## src/rtl/data_mem_arbiter.sv

```systemverilog
// data_mem_arbiter: shares a single-port data memory between the CPU LSU (m0) and DMA/debug (m1).
// Rev 1.0. Optional round-robin arbitration: define DATA_MEM_ARB_ROUND_ROBIN_EN.
`default_nettype none

module data_mem_arbiter #(
  parameter int ADDR_WIDTH = 16,
  parameter int DATA_WIDTH = 8,
  parameter int MAX_WAIT   = 4
) (
  input  logic                  clk,
  input  logic                  rst,
  input  logic                  m0_req,
  input  logic                  m0_we,
  input  logic [ADDR_WIDTH-1:0] m0_addr,
  input  logic [DATA_WIDTH-1:0] m0_wdata,
  output logic                  m0_gnt,
  output logic                  m0_rvalid,
  output logic [DATA_WIDTH-1:0] m0_rdata,
  input  logic                  m1_req,
  input  logic                  m1_we,
  input  logic                  m1_lock,
  input  logic [ADDR_WIDTH-1:0] m1_addr,
  input  logic [DATA_WIDTH-1:0] m1_wdata,
  output logic                  m1_gnt,
  output logic                  m1_rvalid,
  output logic [DATA_WIDTH-1:0] m1_rdata,
  output logic                  mem_write_en,
  output logic                  mem_read_en,
  output logic [ADDR_WIDTH-1:0] mem_addr,
  output logic [DATA_WIDTH-1:0] mem_data_in,
  input  logic [DATA_WIDTH-1:0] mem_data_out
);

  localparam int WCW = (MAX_WAIT < 1) ? 1 : $clog2(MAX_WAIT + 1);

  typedef enum logic [0:0] {
    ARB   = 1'b0,
    LOCK1 = 1'b1
  } state_t;

  state_t         state;
  state_t         state_nxt;
  logic [WCW-1:0] wait_cnt;
  logic           starve;
  logic           m0_prio;
  logic           rvalid0_q;
  logic           rvalid1_q;

  assign starve = m1_req && (wait_cnt == WCW'(MAX_WAIT));

`ifdef DATA_MEM_ARB_ROUND_ROBIN_EN
  // last_winner = 1 means m1 was granted most recently, so m0 takes the next tie
  logic last_winner;

  always_ff @(posedge clk) begin
    if (rst) begin
      last_winner <= 1'b1;
    end else if (m0_gnt) begin
      last_winner <= 1'b0;
    end else if (m1_gnt) begin
      last_winner <= 1'b1;
    end
  end

  assign m0_prio = last_winner;
`else
  assign m0_prio = 1'b1;
`endif

  always_comb begin
    m0_gnt    = 1'b0;
    m1_gnt    = 1'b0;
    state_nxt = state;
    if (!rst) begin
      case (state)
        ARB: begin
          if (starve) begin
            m1_gnt = 1'b1;
          end else if (m0_req && (m0_prio || !m1_req)) begin
            m0_gnt = 1'b1;
          end else if (m1_req) begin
            m1_gnt = 1'b1;
          end
          if (m1_gnt && m1_lock) begin
            state_nxt = LOCK1;
          end
        end
        LOCK1: begin
          m1_gnt = m1_req;
          if (!m1_req || !m1_lock) begin
            state_nxt = ARB;
          end
        end
        default: state_nxt = ARB;
      endcase
    end
  end

  always_comb begin
    mem_write_en = 1'b0;
    mem_read_en  = 1'b0;
    mem_addr     = '0;
    mem_data_in  = '0;
    if (m0_gnt) begin
      mem_write_en = m0_we;
      mem_read_en  = ~m0_we;
      mem_addr     = m0_addr;
      mem_data_in  = m0_wdata;
    end else if (m1_gnt) begin
      mem_write_en = m1_we;
      mem_read_en  = ~m1_we;
      mem_addr     = m1_addr;
      mem_data_in  = m1_wdata;
    end
  end

  always_ff @(posedge clk) begin
    if (rst) begin
      state     <= ARB;
      wait_cnt  <= '0;
      rvalid0_q <= 1'b0;
      rvalid1_q <= 1'b0;
    end else begin
      state     <= state_nxt;
      rvalid0_q <= m0_gnt & ~m0_we;
      rvalid1_q <= m1_gnt & ~m1_we;
      if (m1_gnt || !m1_req) begin
        wait_cnt <= '0;
      end else if (wait_cnt != WCW'(MAX_WAIT)) begin
        wait_cnt <= wait_cnt + WCW'(1);
      end
    end
  end

  // Masking with rst hides a read granted just before reset was asserted
  assign m0_rvalid = rvalid0_q & ~rst;
  assign m1_rvalid = rvalid1_q & ~rst;
  assign m0_rdata  = m0_rvalid ? mem_data_out : '0;
  assign m1_rdata  = m1_rvalid ? mem_data_out : '0;

endmodule

`default_nettype wire

```

## config.mk

```make
export PLATFORM = sky130hd
export DESIGN_NAME = data_mem_arbiter
export DESIGN_NICKNAME = d
export VERILOG_FILES = /design/src/rtl/data_mem_arbiter.sv
export SDC_FILE = /design/constraint.sdc
export NUM_CORES = 1
export LEC_CHECK = 0
export CAP_MARGIN = 5
export CORE_ASPECT_RATIO = 0.9
export CORE_MARGIN = 2
export CORE_UTILIZATION = 24
export CTS_CLUSTER_SIZE = 10
export DETAILED_ROUTE_END_ITERATION = 10
export PLACE_DENSITY_LB_ADDON = 0.15
export SLEW_MARGIN = 25
export SYNTH_ARGS = -nofsm -noshare
export SYNTH_HDL_FRONTEND = slang
export SYNTH_SLANG_ARGS = --single-unit
```

## constraint.sdc

```tcl
create_clock -name clk -period 4.4 [get_ports clk]
set_clock_uncertainty 0.15 [all_clocks]
set_input_delay 0.44 -clock clk [delete_from_list [all_inputs] [get_ports clk]]
set_output_delay 0.44 -clock clk [all_outputs]
set_load 0.01 [all_outputs]
```

; ---- Word level (Yosys, flattened, before mapping)
; Index checks and enable logic that the tools add are counted.
[word_totals]
output_inout_bits = 46
ff_bits = 6
[op_classes]
bitwise = 8
n_reduce_logical = 7
add_sub_neg = 1
n_eq_ne = 2
mux = 24
[ops]
columns = op, count
row1 = two-way mux 16 bit, 2
row2 = two-way mux 8 bit, 4
row3 = two-way mux 1 bit, 16
row4 = AND 1 bit, 4
row5 = NOT 1 bit, 4
row6 = one-hot mux 1 bit (2 select lines), 2
row7 = adder 3 x 1 -> 3 bit (second input constant), 1
row8 = equality test 3 bit (second input constant), 1
row9 = inequality test 3 bit (second input constant), 1
row10 = logical AND 1 bit, 2
row11 = zero test 1 bit, 2
row12 = logical OR 1 bit, 2
row13 = OR reduction 2 bit, 1

; ---- Depth between registers and ports, before layout
; Gate-level depths: netlist of run 1.
[depth]
ltp_word = 9
mapped_depth = 7
depth_no_buf = 5

; ---- Least setup slack after synthesis of run 1
; No wires, ideal clock.
[synth_timing]
kind = register to output
startpoint = register wait_cnt[0]
endpoint = output port mem_addr[11]
slack_ps = 2428
n_path_buf = 1
t_required_ps = 3810
stages_incl_launch_ff = 7
t_arrival_ps = 1382
cell_sequence = dfxtp_1 > inv_1 > ha_1 > and3_4 > nor3_4 > buf_6 > a22o_1
[synth_between]
elab_chain_cells = 9
word_cells_on_any_way = 12
classes_between = eq/ne (1) / mux (10) / reduce/logical (1)
[synth_rtl]
columns = item, line
row1 = from (decl), 43  ; logic [WCW-1:0] wait_cnt;
row2 = from (signal assigned), 130  ; wait_cnt <= wait_cnt + WCW'(1);
row3 = equality test 3 bit *, 49  ; assign starve = m1_req && (wait_cnt == WCW'(MAX_WAIT));
row4 = logical AND 1 bit *, 49
row5 = two-way mux 1 bit, 77  ; if (starve) begin
row6 = two-way mux 1 bit, 75  ; case (state)
row7 = two-way mux 1 bit, 74  ; if (!rst) begin
row8 = one-hot mux 1 bit (2 select lines), 75
row9 = two-way mux 1 bit, 74
row10 = two-way mux 16 bit, 109  ; end else if (m1_gnt) begin
row11 = two-way mux 16 bit *, 104  ; if (m0_gnt) begin
row12 = to (decl), 29  ; output logic [ADDR_WIDTH-1:0] mem_addr,
; Every way passes the cells marked *; elsewhere a longest branch is shown, timed or not. The select of a mux whose other input is x is not followed.

; ---- Final worst setup path of run 1
[layout_timing]
startpoint = input port m1_req
endpoint = output port mem_addr[5]
[layout_between]
elab_chain_cells = 9
word_cells_on_any_way = 13
classes_between = mux (12) / reduce/logical (1)
[layout_rtl]
columns = item, line
row1 = from (decl), 19  ; input logic m1_req,
row2 = two-way mux 1 bit, 81  ; end else if (m1_req) begin
row3 = two-way mux 1 bit, 79  ; end else if (m0_req && (m0_prio || !m1_req)) begin
row4 = two-way mux 1 bit, 77
row5 = two-way mux 1 bit, 75
row6 = two-way mux 1 bit, 74
row7 = one-hot mux 1 bit (2 select lines), 75
row8 = two-way mux 1 bit, 74
row9 = two-way mux 16 bit, 109
row10 = two-way mux 16 bit *, 104
; Marked as above.

==> results of run 1 <==
==> how the worst max path moves through the flow <==
stage | end | slack (ns) | cells after the start
finish | mem_addr[5] | 1.12 | 5
global route | mem_addr[5] | 1.02 | 6
CTS | mem_addr[5] | 1.10 | 5
detailed placement | mem_addr[5] | 1.12 | 5
global placement | mem_addr[2] | 1.15 | 5
floorplan | mem_addr[11] | 2.43 | 6
==> critical path, stage by stage <==
cell and delay (ns):
clkdlybuf4s50_1 0.44, and3_4 0.21, nor3_4 0.74, a22o_2 0.29, clkdlybuf4s50_1 0.56
==> layout make-up <==
class | count | area [sq um] | share of cell area (%)
multi-input cells | 61 | 493 | 27.6
repair buffers | 109 | 1090 | 60.8
flip-flops and latches | 6 | 120 | 6.71
inverters | 4 | 15.0 | 0.839
clock buffers | 3 | 22.5 | 1.26
well taps | 40 | 50.0 | 2.80
==> metal layers <==
| layer | global-route usage (%) | vias to the layer above | part of all wire, % | routed length (um) |
|---|---|---|---|---|
| li1 | - | 496 | - | - |
| met1 | 16.5 | 438 | 32 | 976 |
| met2 | 31.7 | 63 | 54 | 1650 |
| met3 | 8.27 | 5 | 12 | 367 |
| met4 | 5.56 | 0 | 1.1 | 34 |
| met5 | 0 | - | 0 | 0 |
==> layout by cell type (no fill, tap or decap), drive strengths merged, types with 2 or more instances in the layout <==
| master | netlist | final |
|---|---|---|
| a22o | 25 | 25 |
| and2b | 2 | 2 |
| nor3 | 4 | 4 |
| inv | 4 | 4 |
| nand2 | 2 | 2 |
| dfxtp | 6 | 6 |
| ha | 2 | 2 |
| clkbuf | 2 | 3 |
| and2 | 18 | 18 |
| clkdlybuf4s50 | 0 | 108 |
| nand2b | 2 | 2 |
==> sequential cells by signal, summed over array words and instances, names as in the netlist <==
signal     flops
rvalid0_q      1
rvalid1_q      1
wait_cnt       3
state          1
==> kinds of logic after synthesis <==
family,synth area share [%]
compound gates,37.0
fa+ha+maj,3.65
buf+inv,10.6
simple gates,29.9
xor+xnor,1.28
flops,17.5
==> power by group <==
part | total, mW | switching (mW) | leakage, nW | internal, mW
registers | 0.0565 | 0.000533 | 0.0488 | 0.0559
clock network | 0.0525 | 0.0216 | 0.0138 | 0.0310
logic | 0.137 | 0.0423 | 0.631 | 0.0948
==> impl_metrics.csv, run 1 <==
group,metric,value,unit
detailed_routing,viasPerCell,4.49,
min_path,hold_path_end,"wait_cnt[0]",
setup_path,end_kind,"output pin",
sta,fin_crit_sh,74.6,%
floorplan,dieWidth,60.3,um
detailed_routing,vias,1002,
yosys,yosys-top-cells-area,"a22o_2, dfxtp_1, and2_1",
yosys,async_flop_share,0,%
yosys,synth_common_cells,"and2_1, a22o_2, a22o_1",
setup_path,critPathArrivalTime,2.69,ns
final_layout,synthToLayoutAreaGrowth,161,%
placed_design,dp_hpwl,2600,um
floorplan,initial_core_util,25.2,%
floorplan,core-area,0.00273,sq mm
min_path,worstHoldPathCells,1,
cts,cts_tree,"yes",
yosys,synthesis.area,686,sq um
power,power,246,uW
setup_path,rrSetupSlack,2.97,ns
yosys,synth_nets,143,
floorplan,rows,18,
detailed_routing,wirelength,3030,um
power,p_per_area,138,mW/mm^2
final_layout,diodes,0,
yosys,yosysTopAreaCellShare,21.9,%
placed_design,dp_slack,1.12,ns
yosys,synth_area_per_cell,8.79,sq um
placed_design,dp_cells,220,
setup_path,reg2regPathDepth,6,
global_route,overflow,0,
global_route,antenna_found_initial,0,
sta,rsz0062_at_grt,"no",
yosys,yosysWarnings,0,
sta,slew_headroom,38.5,%
final_layout,fin_area,0.00179,sq mm
detailed_routing,dr.pass1.iters,4,
yosys,synth.distinct_cells,21,
cts,cts_setup_buffers,0,
sta,hold_slack,0.315,ns
detailed_routing,ant_nets,0,
cts,cts_hold_buf,0,
setup_path,regToRegStartpoint,"wait_cnt[0]",
sta,worstMarginPinSlew,0.919,ns
power,max-vdd-ir-drop,129,uV
cts,path_clk_slew,0.04,ns
setup_path,critPathLaunch,"m1_req",
yosys,synth-seq-cells,6,
final_layout,final_core_util,65.7,%
sta,setup_viol,0,
setup_path,path_max_fanout,26,
cts,insertion_delay,0.25,ns
cts,root_buffer,"clkbuf_4",
flow_run,max_cap_violations,0,
detailed_routing,drc,0,
sta,max_freq,304,MHz
floorplan,ios,109,
yosys,synth_edf_count,0,
setup_path,r2r_end,"rvalid1_q",
sta,hold_viol_final,0,
floorplan,die_y,54.7,um
min_path,hp-start,"wait_cnt[0]",
yosys,syn_inst,78,
floorplan,dieArea,0.00330,sq mm
setup_path,crit_path_start_kind,"input pin",
cts,cts_resized,0,
global_route,grt.total_usage,17.0,%
yosys,yosysSeqAreaShare,17.5,%
power,p_leak,0.693,nW
global_route,grt_max_degree,30,
global_route,grt_pass1_wl,4050,um
sta,slew_violations,0,
final_layout,drive_gt1_share,12.6,%
yosys,synth_ff_type,"dfxtp_1",
global_route,grt_pass1_vias,882,
cts,clk_path_buf_depth,2,
sta,setup_slack,1.12,ns
final_layout,nFillCells,238,
detailed_routing,drt_iter0_markers,24,
setup_path,crit_type,"in -> out",
final_layout,fin_cells,223,
sta,fin_crit,3.28,ns
placed_design,place.gp.congestion,0.720,
setup_path,cp.required,3.81,ns
final_layout,nets,250,
placed_design,numPortBuffers,108,
sta,tns,0,ns
cts,cts.sinks,6,
cts,htreeDepth,1,
detailed_routing,wl_per_cell,13.6,um
min_path,hp-class,"reg -> reg",
cts,cts_made_buffers,3,
yosys,synth_most_common_cell,"and2_1",
yosys,synth.largest_area_cell,"a22o_2",
placed_design,placed_area,0.00177,sq mm
outcome,status,"complete, no violations",
Note: power is estimated with default switching activity, not from simulation.
==> run 2, diff against run 1 <==
CORE_UTILIZATION = 20   (was 24)
clock period = 3 ns   (was 4.4 ns; I/O delays follow)
==> run 2 against run 1 <==
Net effect: worst setup slack lost 0.80 ns; combinational power rose by 49%; die area rose by 19%; critical path depth grew 2; sequential share of layout area decreased by 0.16 points; largest power group unchanged; utilization down 11 points; critical endpoint is now mem_data_in[7]; register-to-register slack got worse by 1.4 ns; sequential cell count is the same.
==> impl_metrics.csv, run 2 (synthesis results as in run 1) <==
group,metric,value,unit
outcome,status,"complete, no violations",
placed_design,numPortBuffers,108,
cts,path_clk_slew,0.04,ns
power,switching_share,24.5,%
power,power.net_switching,100,uW
placed_design,place.gp.congestion,0.696,
sta,rsz0062_at_grt,"no",
cts,root_buffer,"clkbuf_8",
cts,cts.sinks,6,
setup_path,cp.required,2.55,ns
sta,slew_violations,0,
global_route,grt_max_degree,30,
final_layout,drive_gt1_share,13.0,%
cts,htreeDepth,1,
detailed_routing,drt_iter0_markers,18,
floorplan,core-area,0.00333,sq mm
floorplan,ios,109,
detailed_routing,drc,0,
global_route,grt.total_usage,14.5,%
setup_path,end_kind,"output pin",
cts,insertion_delay,0.22,ns
power,p_per_area,224,mW/mm^2
setup_path,path_max_fanout,26,
floorplan,die_y,59.5,um
sta,slew_headroom,78.8,%
cts,cts_setup_buffers,0,
cts,cts_made_buffers,3,
min_path,hp-class,"reg -> reg",
sta,fin_crit,2.68,ns
power,max-vdd-ir-drop,165,uV
power,p_int,310,uW
power,p_leak,0.709,nW
floorplan,rows,20,
final_layout,final_cell_mix,"clkdlybuf4s50_1, and2_1, a22o_2",
sta,max_freq,372,MHz
detailed_routing,wirelength,3070,um
final_layout,diodes,0,
setup_path,crit_type,"reg -> out",
sta,hold_slack,0.315,ns
detailed_routing,dr.pass1.iters,4,
sta,setup_viol,0,
cts,cts_resized,0,
detailed_routing,ant_nets,0,
sta,tns,0,ns
sta,fin_crit_sh,89.5,%
detailed_routing,wl_per_cell,13.4,um
detailed_routing,viasPerCell,4.53,
setup_path,critPathArrivalTime,2.23,ns
setup_path,crit_path_start_kind,"flop",
sta,worstMarginPinSlew,0.315,ns
floorplan,dieArea,0.00391,sq mm
global_route,grt_pass1_wl,4400,um
flow_run,max_cap_violations,0,
detailed_routing,vias,1032,
cts,cts_tree,"yes",
final_layout,final_common_cell,"clkdlybuf4s50_1",
final_layout,final_core_util,55.1,%
cts,clk_path_buf_depth,2,
global_route,grt_pass1_vias,981,
power,clkPwrFrac,30.0,%
power,combPwrFrac,49.8,%
final_layout,largest_reg_flops,3,
global_route,antenna_found_initial,0,
final_layout,nets,251,
final_layout,synthToLayoutAreaGrowth,167,%
global_route,overflow,0,
floorplan,initial_core_util,20.6,%
final_layout,top_register,"wait_cnt",
power,seqPwrFrac,20.2,%
cts,cts_hold_buf,0,
floorplan,dieWidth,65.7,um
sta,hold_viol_final,0,
[run 2: critical path, cell delays in order (launching register included)]
cell and delay (ns):
dfxtp_1 0.35, inv_1 0.06, ha_1 0.21, and3_4 0.19
nor3_4 0.15, buf_4 0.29, a22o_2 0.19, clkdlybuf4s50_1 0.55
[run 2: path summary, 6_finish.rpt]
check,slack (ns),start,to,cells past startpoint
worst min register to register,0.31,wait_cnt[0],wait_cnt[0],1
worst max-delay path,0.32,wait_cnt[0],mem_data_in[7],7
worst max register to register,1.61,wait_cnt[0],state,6
worst min-delay path,0.31,wait_cnt[0],wait_cnt[0],1
[run 2: through the flow]
step                cells  power, mW  cell area [sq um]  setup WS [ns]
global route          228      0.431               1830          0.199
finish                228      0.410               1830          0.315
CTS                   228      0.414               1830          0.315
global placement      225      0.287               1790          0.424
floorplan              78      0.148                686           1.17
detailed placement    225      0.289               1790          0.397
[run 2: metal layers]
metal  wire (um)  vias up  GRT usage [%]
li1            -      499              -
met1        1030      469           14.0
met5           0        -              0
met4          13        0           2.68
met2        1660       62           28.6
met3         362        2           6.27
[run 2: power by group through the flow]
stage	Sequential [mW]	Clock (mW)	Combinational [mW]
detailed placement	0.0844	0	0.205
floorplan	0.0841	0	0.0644
global route	0.0833	0.130	0.217
CTS	0.0831	0.125	0.206
global placement	0.0843	0	0.202
finish	0.0831	0.123	0.204
[run 2: final cells by class]
cell class / count / area (sq um)
fill: 329 / 1500
timing repair buffer: 110 / 1110
multi-input combinational: 61 / 493
inverter: 4 / 15.0
sequential: 6 / 120
tap: 44 / 55.1
clock buffer: 3 / 41.3
==> run 3, diff against run 2 <==
CTS_BUF_LIST = sky130_fd_sc_hd__clkbuf_16   (was not set)
==> run 3 against run 2 <==
Net effect: utilization up 1.0 points; cell count unchanged; design area up 1.8%; total power up 23%; highest routed layer unchanged.
==> impl_metrics.csv, run 3 (synthesis results as in run 1) <==
group,metric,value,unit
cts,path_clk_slew,0.03,ns
power,power.net_switching,109,uW
power,p_per_area,270,mW/mm^2
detailed_routing,viasPerCell,4.51,
cts,cts_made_buffers,3,
final_layout,final_common_cell,"clkdlybuf4s50_1",
final_layout,nets,251,
setup_path,end_kind,"output pin",
final_layout,final_cell_mix,"clkdlybuf4s50_1, and2_1, a22o_2",
final_layout,top_register,"wait_cnt",
setup_path,cp.required,2.55,ns
sta,worstMarginPinSlew,0.313,ns
floorplan,dieWidth,65.7,um
final_layout,drive_gt1_share,13.0,%
sta,fin_crit_sh,89.3,%
sta,slew_headroom,78.9,%
global_route,grt_pass1_vias,978,
global_route,grt_pass1_wl,4450,um
floorplan,dieArea,0.00391,sq mm
power,power,504,uW
min_path,hp-class,"reg -> reg",
global_route,overflow,0,
final_layout,diodes,0,
floorplan,initial_core_util,20.6,%
sta,max_freq,373,MHz
sta,fin_crit,2.68,ns
setup_path,critPathArrivalTime,2.23,ns
power,clkPwrFrac,43.0,%
detailed_routing,drt_iter0_markers,13,
flow_run,max_cap_violations,0,
cts,insertion_delay,0.23,ns
global_route,antenna_found_initial,0,
cts,htreeDepth,1,
final_layout,nFillCells,322,
placed_design,placed_area,0.00179,sq mm
setup_path,crit_type,"reg -> out",
outcome,status,"complete, no violations",
floorplan,rows,20,
detailed_routing,ant_nets,0,
setup_path,crit_path_start_kind,"flop",
power,p_leak,0.725,nW
power,max-vdd-ir-drop,218,uV
sta,rsz0062_at_grt,"no",
final_layout,synthToLayoutAreaGrowth,172,%
cts,cts.sinks,6,
sta,setup_viol,0,
power,combPwrFrac,40.5,%
floorplan,die_y,59.5,um
sta,hold_viol_final,0,
sta,tns,0,ns
floorplan,ios,109,
placed_design,numPortBuffers,108,
cts,cts_resized,0,
detailed_routing,drc,0,
detailed_routing,wl_per_cell,13.4,um
setup_path,reg2regPathDepth,6,
power,switching_share,21.6,%
final_layout,largest_reg_flops,3,
global_route,grt.total_usage,14.8,%
setup_path,rrSetupSlack,1.61,ns
final_layout,fin_area,0.00187,sq mm
cts,clk_path_buf_depth,2,
floorplan,core-area,0.00333,sq mm
placed_design,place.gp.congestion,0.696,
cts,cts_setup_buffers,0,
detailed_routing,vias,1029,
detailed_routing,wirelength,3070,um
cts,root_buffer,"clkbuf_16",
setup_path,critical_path.endpoint,"mem_data_in[7]",
setup_path,path_max_fanout,26,
global_route,grt_max_degree,30,
setup_path,r2r_end,"state",
power,seqPwrFrac,16.5,%
min_path,hp-start,"wait_cnt[0]",
setup_path,regToRegStartpoint,"wait_cnt[0]",
cts,cts_tree,"yes",
detailed_routing,dr.pass1.iters,3,
power,p_int,395,uW
sta,slew_violations,0,
setup_path,critPathLaunch,"wait_cnt[0]",
cts,cts_hold_buf,0,
-- run 3: cell types whose count changed in the layout (fill, tap and decap cells not counted) --
cell       change
clkbuf_16      +3
clkbuf_8       -3
-- run 3: power by group through the flow --
| stage | sequential, mW | combinational, mW | clock, mW |
|---|---|---|---|
| 2_1_floorplan | 0.0841 | 0.0644 | 0 |
| 3_3_place_gp | 0.0843 | 0.202 | 0 |
| 3_5_place_dp | 0.0844 | 0.205 | 0 |
| 4_1_cts | 0.0832 | 0.206 | 0.219 |
| 5_1_grt | 0.0834 | 0.217 | 0.227 |
| 6_report | 0.0832 | 0.204 | 0.216 |
-- run 3: metal layers --
layer | vias up | share of wire [%] | global-route usage, %
li1 | 500 | - | -
met1 | 465 | 34 | 14.2
met2 | 59 | 53 | 28.6
met3 | 5 | 11 | 5.70
met4 | 0 | 1.2 | 5.36
met5 | - | 0 | 0
-- run 3: how the worst min path moves through the flow --
| stage | cells past startpoint | to |
|---|---|---|
| 2_1_floorplan | 1 | rvalid0_q |
| 3_3_place_gp | 1 | wait_cnt[0] |
| 3_5_place_dp | 1 | wait_cnt[0] |
| 4_1_cts | 1 | wait_cnt[0] |
| 5_1_grt | 1 | wait_cnt[0] |
| 6_report | 1 | wait_cnt[0] |
-- run 3: final cells by class --
cell class / count / area [sq um] / share of cell area, %
repair buffers: 110 / 1110 / 59.4
flip-flops and latches: 6 / 120 / 6.43
clock buffers: 3 / 75.1 / 4.02
multi-input cells: 61 / 493 / 26.4
inverters: 4 / 15.0 / 0.804
well taps: 44 / 55.1 / 2.95
-- run 3: critical path, stage by stage (launching register included) --
cell,delay (ns)
dfxtp_1,0.35
inv_1,0.06
ha_1,0.21
and3_4,0.19
nor3_4,0.15
buf_4,0.29
a22o_2,0.19
clkdlybuf4s50_1,0.55
-- run 3: per-stage QoR --
stage / hold slack, ns / util [%] / std cells / worst slack, ns
2_1_floorplan: 0.241 / - / 78 / 1.17
3_3_place_gp: 0.299 / 53.8 / 225 / 0.424
3_5_place_dp: 0.309 / 53.8 / 225 / 0.397
4_1_cts: 0.311 / 56.1 / 228 / 0.312
5_1_grt: 0.340 / 56.1 / 228 / 0.196
6_report: 0.314 / 56.1 / 228 / 0.322
==> patch: new RTL, config.mk and constraints of run 2 <==
The option `DATA_MEM_ARB_ROUND_ROBIN_EN` is turned on by a define.
--- a/src/rtl/data_mem_arbiter.sv
+++ b/src/rtl/data_mem_arbiter.sv
@@ -1,6 +1,8 @@
 // data_mem_arbiter: shares a single-port data memory between the CPU LSU (m0) and DMA/debug (m1).
 // Rev 1.0. Optional round-robin arbitration: define DATA_MEM_ARB_ROUND_ROBIN_EN.
 `default_nettype none
+
+`define DATA_MEM_ARB_ROUND_ROBIN_EN
 
 module data_mem_arbiter #(
   parameter int ADDR_WIDTH = 16,
Behaviour: not the same (a bounded check fails within 4 cycles, from zero or initial values and one cycle with rst high).
==> patch against run 2 <==
Routed wire length increased by 19%; highest routed layer unchanged; utilization decreased by 8.2 points; combinational power increased by 20%; setup slack improved by 0.096 ns; design area increased by 13%; cell count increased by 23%; count of clock-buffer cells in the layout increased by 1; hold slack got worse by 0.022 ns; synthesized area increased by 34%; critical endpoint is now mem_addr[13]; total power increased by 17%; via count increased by 22%; critical path type is now input port to output pin; non-clock buffer count increased by 2; sequential cell count increased by 1.
==> patch: results (changes against run 2) <==
| Metric | Value |
|---|---|
| Outcome | `finished clean` |
| Primary flip-flop cell chosen by synthesis mapping | `dfxtp_1` |
| Largest net degree at the start of global routing | `30 (unchanged)` |
| Net count after synthesis | `181 (+27%)` |
| Lkg Pwr | `0.743 nW (+4.8%)` |
| Synthesized instance count | `116 (+49%)` |
| Number of cells in the design after placement | `277 (+23%)` |
| WP data arrival | `2.14 ns (-0.09 ns)` |
| Fraction of registers with async set/reset | `0% (unchanged)` |
| Number of flip-flops in the largest register | `3 (unchanged)` |
| Seq/Total Area, Yosys | `15.2% (-2.3 points)` |
| First-pass GRT wire length | `5290 um (+20%)` |
| Cell Area, Placed | `2030 um^2 (+13%)` |
| Distinct cells, synth | `23 (+9.5%)` |
| DR WL/cell | `13.0 um (-3.5%)` |
| Number of global-route vias before repair | `1212 (+24%)` |
| Syn. warnings | `0 (unchanged)` |
| Peak supply drop | `0.111 mV (-33%)` |
| Top post-synthesis cells by count | `29 x nor2b_1, 25 x a32o_1, 18 x and2_1` |
| Remaining design rule violation count | `0 (unchanged)` |
| Largest cells by area after synthesis | `a32o_1 27%, nor2b_1 20%, dfxtp_1 15%, and2_1 12%, buf_2 3.3%` |
| Gp weighted congestion | `0.783 (+13%)` |
| Drt total wl | `3650 um (+19%)` |
| Dpl ws | `0.404 ns (+0.00767 ns)` |
| Vias | `1259 (+22%)` |
| HPWL Detailed | `2930 um` |
| Combined global-route utilization of all metal layers | `13.5% (-1.0 points)` |
| Fraction of layout cells with a size suffix above 1 | `5.02% (-8.0 points)` |
| Worst-case headroom to the max-slew limit | `69.6% (-9.2 points)` |
| Fill cells | `435 (+32%)` |
| Diode insertion count for antenna repair | `0 (unchanged)` |
| DRC violation total after the first TritonRoute iteration | `68 (+50)` |
| Net switching power of the design | `0.000132 W (+32%)` |
| H-tree depth reported by CTS | `1 (unchanged)` |
| Post-CTS sizing | `0 (unchanged)` |
| Peak fanout along the critical path | `27 (+3.8%)` |
| Count of nets after finishing | `285 (+14%)` |
patch: changes by cell type in the layout (fill, tap and decap cells not counted), moves of 3 or more:
cell,delta
nor2b_1,+27
a32o_1,+25
a22o_2,-15
a22o_1,-9
nor2_1,+6
buf_4,+3
nor3_1,-3
patch: final timing paths:
| path | startpoint | slack [ns] | depth (start not counted) | endpoint |
|---|---|---|---|---|
| setup / recovery | rst | 0.41 | 5 | mem_addr[13] |
| hold reg to reg | wait_cnt[0] | 0.29 | 1 | wait_cnt[0] |
| hold / removal | wait_cnt[0] | 0.29 | 1 | wait_cnt[0] |
| setup reg to reg | wait_cnt[0] | 1.53 | 5 | rvalid0_q |
patch: routing by layer:
metal  track usage [%]  vias to the layer above  part of all wire (%)
li1                  -                      629                     -
met1              14.4                      554                    37
met2              23.6                       74                    49
met3              5.60                        2                    12
met4              5.04                        0                  0.52
met5                 0                        -                     0
patch: final cells by class:
| type | count | area share (%) |
|---|---|---|
| timing repair buffer | 112 | 53.5 |
| sequential | 7 | 6.74 |
| multi-input combinational | 94 | 33.5 |
| tap | 62 | 3.73 |
| clock buffer | 4 | 2.17 |
| inverter | 2 | 0.361 |
patch: cells by family after synthesis:
logic type,after synthesis,share of synthesized area [%]
DFF,7,15.2
adders and majority gates,2,2.72
buffers and inverters,15,9.37
xor gates and xnor gates,1,0.951
and+or+nand+nor,64,42.8
AOI/OAI and AO/OA,27,28.9
patch: critical path, stage by stage:
cell and delay [ns]:
clkdlybuf4s50_1 0.59, nor2b_2 0.17, buf_4 0.29, a32o_1 0.23, clkdlybuf4s50_1 0.55
patch: stage by stage:
stage	hold slack, ns	utilization [%]
after floorplan	0.267	-
after global placement	0.277	45.9
after detailed placement	0.287	45.9
after CTS	0.296	46.9
after global routing	0.310	46.9
final	0.293	46.9
patch: power groups by stage:
| stage | combinational [W] | sequential (W) | clock [W] |
|---|---|---|---|
| 2_1_floorplan | 0.0000982 | 0.0000996 | 0 |
| 3_3_place_gp | 0.000243 | 0.0000998 | 0 |
| 3_5_place_dp | 0.000246 | 0.0000999 | 0 |
| 4_1_cts | 0.000248 | 0.0000983 | 0.000141 |
| 5_1_grt | 0.000264 | 0.0000985 | 0.000147 |
| 6_report | 0.000245 | 0.0000983 | 0.000136 |
